## src/rtl/fp_1d5_mult_norm_pipe_pkg.sv

```systemverilog
// Shared constants and stage bundle for the inverse-sqrt datapath.
// Holds Newton-step scaling constants and the multiply-stage register layout.
package fp_1d5_mult_norm_pipe_pkg;

    localparam int EXP_SHIFT   = 23;
    localparam int ROUND_SHIFT = 3;
    localparam int MSUB_W      = EXP_SHIFT + ROUND_SHIFT + 1;
    localparam int PROD_W      = 2 * EXP_SHIFT + ROUND_SHIFT + 2;

    localparam logic [MSUB_W-1:0] ONE_P5  = 27'h6000000;
    localparam logic [30:0]       SAT_VAL = 31'h7F7FFFFF;

    typedef struct packed {
        logic              valid;
        logic              err;
        logic              bad;
        logic [7:0]        exp;
        logic [PROD_W-1:0] prod;
    } mul_s1_t;

endpackage

```

## src/rtl/fp_1d5_mult_norm_pipe_lod.sv

```systemverilog
// 51-bit leading-one detector used to normalise the Q2.49 product.
// Purely combinational; pos is don't-care when zero is set.
module fp_lod51 (
    input  logic [50:0] din,
    output logic [5:0]  pos,
    output logic        zero
);

    always_comb begin
        pos = '0;
        for (int i = 0; i < 51; i++) begin
            if (din[i]) pos = 6'(i);
        end
    end

    assign zero = ~|din;

endmodule

```

## src/rtl/fp_1d5_mult_norm_pipe.sv

```systemverilog
// Two-stage y * M_sub multiply with normalise and round-half-away.
// Stage 1 registers the raw product, stage 2 normalises and saturates.
module fp_1d5_mult_norm_pipe #(
    parameter int EXP_SHIFT   = 23,
    parameter int ROUND_SHIFT = 3
) (
    input  logic                          clk,
    input  logic                          rst,
    input  logic                          valid,
    input  logic [EXP_SHIFT+ROUND_SHIFT:0] M_sub,
    input  logic [EXP_SHIFT+7:0]          float_in_delay,
    input  logic                          error_in,
    output logic [EXP_SHIFT+7:0]          float_out,
    output logic                          ready,
    output logic                          error_out
);

    import fp_1d5_mult_norm_pipe_pkg::*;

    localparam int BOFF = 2 * EXP_SHIFT + ROUND_SHIFT;

    mul_s1_t s1;

    logic [7:0]           in_exp;
    logic [EXP_SHIFT-1:0] in_frac;
    logic                 in_bad;

    assign in_exp  = float_in_delay[EXP_SHIFT+7:EXP_SHIFT];
    assign in_frac = float_in_delay[EXP_SHIFT-1:0];
    assign in_bad  = (M_sub > ONE_P5) || (M_sub == '0) || (in_exp == '0);

    logic [5:0]           lpos;
    logic                 lzero;
    logic [PROD_W-1:0]    norm;
    logic [EXP_SHIFT-1:0] frac;
    logic                 rnd;
    logic [EXP_SHIFT:0]   frac_r;
    logic [10:0]          e_w;
    logic [EXP_SHIFT+7:0] res;
    logic                 loc_err;

    fp_lod51 u_lod (
        .din  (s1.prod),
        .pos  (lpos),
        .zero (lzero)
    );

    // Shift the leading one up to the top bit so the kept field is fixed.
    always_comb begin
        norm   = s1.prod << (6'(PROD_W - 1) - lpos);
        frac   = norm[PROD_W-2 -: EXP_SHIFT];
        rnd    = norm[PROD_W-2-EXP_SHIFT];
        frac_r = {1'b0, frac} + {{EXP_SHIFT{1'b0}}, rnd};
        e_w    = 11'(s1.exp) + 11'(lpos) + 11'(frac_r[EXP_SHIFT])
               - 11'(BOFF);
    end

    always_comb begin
        res     = '0;
        loc_err = 1'b1;
        if (s1.bad || lzero) begin
            res = '0;
        end else if ($signed(e_w) < 11'sd1) begin
            res = '0;
        end else if ($signed(e_w) > 11'sd254) begin
            res = SAT_VAL;
        end else begin
            res     = {e_w[7:0], frac_r[EXP_SHIFT-1:0]};
            loc_err = 1'b0;
        end
    end

    always_ff @(posedge clk or posedge rst) begin
        if (rst) begin
            s1        <= '0;
            float_out <= '0;
            ready     <= 1'b0;
            error_out <= 1'b0;
        end else begin
            s1.valid <= valid;
            s1.err   <= valid & error_in;
            s1.bad   <= valid & in_bad;
            s1.exp   <= in_exp;
            s1.prod  <= PROD_W'({1'b1, in_frac}) * PROD_W'(M_sub);
            ready    <= s1.valid;
            if (s1.valid) begin
                float_out <= res;
                error_out <= s1.err | loc_err;
            end else begin
                error_out <= 1'b0;
            end
        end
    end

endmodule

```

## config.mk

```make
export PLATFORM = sky130hd
export DESIGN_NAME = fp_1d5_mult_norm_pipe
export DESIGN_NICKNAME = d
export VERILOG_FILES = /design/src/rtl/fp_1d5_mult_norm_pipe_pkg.sv /design/src/rtl/fp_1d5_mult_norm_pipe_lod.sv /design/src/rtl/fp_1d5_mult_norm_pipe.sv
export SDC_FILE = /design/constraint.sdc
export NUM_CORES = 2
export LEC_CHECK = 0
export CORE_MARGIN = 2
export CORE_UTILIZATION = 50
export CTS_CLUSTER_DIAMETER = 30
export DETAILED_ROUTE_END_ITERATION = 6
export GPL_TIMING_DRIVEN = 0
export PLACE_DENSITY = 0.67
export SYNTH_ARGS = -nofsm -noshare
export SYNTH_HDL_FRONTEND = slang
export SYNTH_HIERARCHICAL = 1
export SYNTH_SLANG_ARGS = --single-unit
```

## constraint.sdc

```tcl
create_clock -name clk -period 9.15 [get_ports clk]
set_input_delay 2.2875 -clock clk [delete_from_list [all_inputs] [get_ports clk]]
set_output_delay 2.2875 -clock clk [all_outputs]
set_load 0.1 [all_outputs]
```

==> impl_metrics.yaml <==
layout:
  fillers: 5315
  antenna_cells: 0
  nNetsFinal: 4092
  area_growth_pct: 9.285
  final_util_pct: 55.01
  drive_gt1_share_pct: 8.265
  fin_area_um2: 31560
worst_setup_path:
  crit_fanout: 10
  startpoint_type: "input pin"
  crit_required_ns: 9.42
  slowest_stage: "fa_1"
  cp.arrival_ns: 9.31
  crit_path_frequent_cell: "fa_1"
  path_cells: "clkdlybuf4s15_2, clkbuf_2, nand2_1, fa_1, inv_1, fa_1, fa_1, fa_1, fa_1, fa_1, inv_1, fa_1, inv_1, ha_1, and3_1, nand2_1, or2_2, a211o_1, nand4_1, a22o_1, o21ai_1, o21ai_0, xnor2_1"
  path_delay_family: "adder cells"
  crit_buf_inv: 5
  cp_slowest_stage_delay_ns: 0.63
  critical_path_class: "input pin to flop"
  end_kind: "flop"
timing:
  hold_violations: 0
  finClkSkew_ns: 0.009984
  slew_viol_final: 0
  fin_crit_sh_pct: 98.82
  min_period_ns: 9.042
  worstMarginPinSlew_ns: 1.213
  max_freq_mhz: 110.6
  slew-limit-headroom_pct: 18.38
  setup_slack_ns: 0.1082
  setup_viol: 0
drt:
  wl_mm: 95.58
  num_vias: 23570
  routedWlPerCell_um: 23.57
  first_iter_violations: 1861
  ant_nets: 0
  vias_per_cell: 5.812
  first_pass_iters: 5
  drc: 0
placed_design:
  place_ws_ns: -2.031
  dp.final_hpwl_mm: 78.94
  dpl_cell_area_um2: 30720
  io_buffer_count: 85
  gp_congestion: 0.9881
yosys:
  synth_edf_count: 0
  synth_seq_cells: 95
  synth_top_area_share_pct: 38.06
  yosys_warnings: 6
  yosys.area.top_type: "fa_1"
  yosysSeqAreaShare_pct: 8.232
  synth_area_um2: 28880
  synthTopCellsByArea: "fa_1 38%, inv_1 9.2%, ha_1 8.4%"
  synth_ff_type: "dfrtp_1"
  synthCells: 3186
  synth_nets: 3992
  synth.distinct_cells: 80
  synthArstFlopShare_pct: 100.0
  syn_area_per_cell_um2: 9.064
clocking:
  clock-root-buffer: "clkbuf_16"
  numCtsBuffers: 9
  clock_path_buffers: 2
  htreeDepth: 3
  clock_latency_ns: 0.37
  clk_pin_slew_ns: 0.07
  clock-sinks: 95
  cts_tree: "yes"
floorplanning:
  die_h_um: 244.3
  io_pins: 95
  start_util_pct: 50.34
  core.rowCount: 88
  die-area_um2: 59690
  coreArea_um2: 57370
  die_x_um: 244.3
global_routing:
  grt_max_degree: 54
  antenna_found_initial: 3
  grt_pass1_vias: 24800
  grt_usage_pct: 32.81
  grt_pass1_wl_mm: 147.3
  overflow: 0
run:
  cap_viol_max_count: 0
status:
  status: "completed"
hold_path:
  hp-class: "flop to flop"
## metal layers
metal / track usage, % / vias up / share of wire [%]
li1: - / 10150 / -
met1: 44.53 / 12050 / 40
met2: 51.78 / 1131 / 46
met3: 6.519 / 243 / 9.4
met4: 13.27 / 0 / 4.6
met5: 0 / - / 0
## Yosys cell counts (6+ instances only)
master     count
and2_1       319
ha_1         195
mux4_2        20
o21ai_0       55
o31ai_1        8
or3_1          8
a221oi_1      12
inv_1        708
nand2b_1       6
and3_1        12
o2111ai_1     13
a31oi_1        8
xor2_1        22
o21bai_1      10
buf_2          9
a21o_1        35
a211oi_1      11
a21oi_1       91
or4_1          7
nand2_1      392
nor2b_1       13
fa_1         549
o211ai_1      17
and4_1         6
nand3_1       34
mux2i_1       51
nand4_1       27
dfrtp_1       95
xnor2_1       42
nor3_1        21
nor2_1        87
mux4_1        34
buf_4          7
nor4_1        16
buf_6          9
clkbuf_1     131
o21a_1         8
## registers in the layout, indices dropped and copies added (netlist names)
name,count
error_out,1
float_out,31
ready,1
s1,62
## through the flow
stage | hold slack, ns | setup TNS (ns) | instances
after global placement | 0.4419 | -40.69 | 4036
after floorplan | 0.4091 | 0 | 3186
after global routing | 0.4942 | -0.04038 | 4056
final | 0.4785 | 0 | 4056
after CTS | 0.4671 | 0 | 4054
after detailed placement | 0.4427 | -44.24 | 4037
## final cells by class
| cell class | count | area, um2 | area share [%] |
|---|---|---|---|
| well taps | 765 | 957.2 | 3.033 |
| clock buffers | 10 | 239.0 | 0.7572 |
| clock inverters | 6 | 51.30 | 0.1626 |
| multi-input cells | 2220 | 23250 | 73.68 |
| plain buffers | 161 | 1259 | 3.988 |
| flip-flops and latches | 95 | 2377 | 7.533 |
| inverters | 708 | 2660 | 8.429 |
| repair buffers | 91 | 762.0 | 2.414 |
## cell families after synthesis
kind of cell	Yosys count	share of synthesized area, %
adders and majority gates	744	46.51
AOI/OAI and AO/OA	330	7.686
buffers and inverters	871	11.92
xor gates and xnor gates	66	2.054
DFF	95	8.232
and+or+nand+nor	969	16.89
muxes	111	6.703
## what timing repair did
| action | in CTS | in global routing |
|---|---|---|
| endpoints found under the setup margin | 50 | 48 |
| setup buffers | 2 | 3 |
| hold buffers | 0 | 0 |
| pin swaps | 4 | 9 |
| resized for setup | 266 | 236 |
## worst register-to-register path: cells and delay by family, from the launching register on
family	cells	cell delay [ns]
buffers and inverters	5	0.93
AOI/OAI and AO/OA	4	1.57
DFF	1	0.48
xor gates and xnor gates	2	0.73
muxes	1	0.35
and+or+nand+nor	12	3.24
adders and majority gates	4	1.24
## placed cells by master (no fill, tap or decap), types with 13 or more instances in the layout
| master | instances |
|---|---|
| dfrtp_1 | 95 |
| nor2_1 | 86 |
| o2111ai_1 | 13 |
| nor3_1 | 19 |
| a21oi_1 | 89 |
| ha_1 | 189 |
| nand4_1 | 27 |
| mux4_1 | 34 |
| clkbuf_2 | 43 |
| mux2i_1 | 51 |
| buf_6 | 19 |
| a21o_1 | 35 |
| inv_1 | 707 |
| xor2_1 | 22 |
| buf_4 | 35 |
| o21ai_0 | 53 |
| fa_1 | 548 |
| clkbuf_1 | 16 |
| mux4_2 | 20 |
| xnor2_1 | 39 |
| nand3_1 | 33 |
| clkbuf_4 | 41 |
| clkdlybuf4s50_1 | 44 |
| o211ai_1 | 17 |
| buf_2 | 28 |
| nor4_1 | 16 |
| and2_1 | 319 |
| nand2_1 | 392 |
## worst paths after layout
check / from / endpoint / slack, ns / cells after the start
setup / recovery: float_in_delay[21] / s1[49] / 0.11 / 23
hold / removal: s1[61] / ready / 0.48 / 0
setup reg to reg: s1[21] / float_out[18] / 0.48 / 28
hold reg to reg: s1[61] / ready / 0.48 / 0
max in group asynchronous: rst / s1[46] / 6.16 / 3
min in group asynchronous: rst / s1[54] / 2.34 / 2
Power is not shown: default switching activity piles up to over one toggle a cycle in this logic, so the estimate is an artifact.
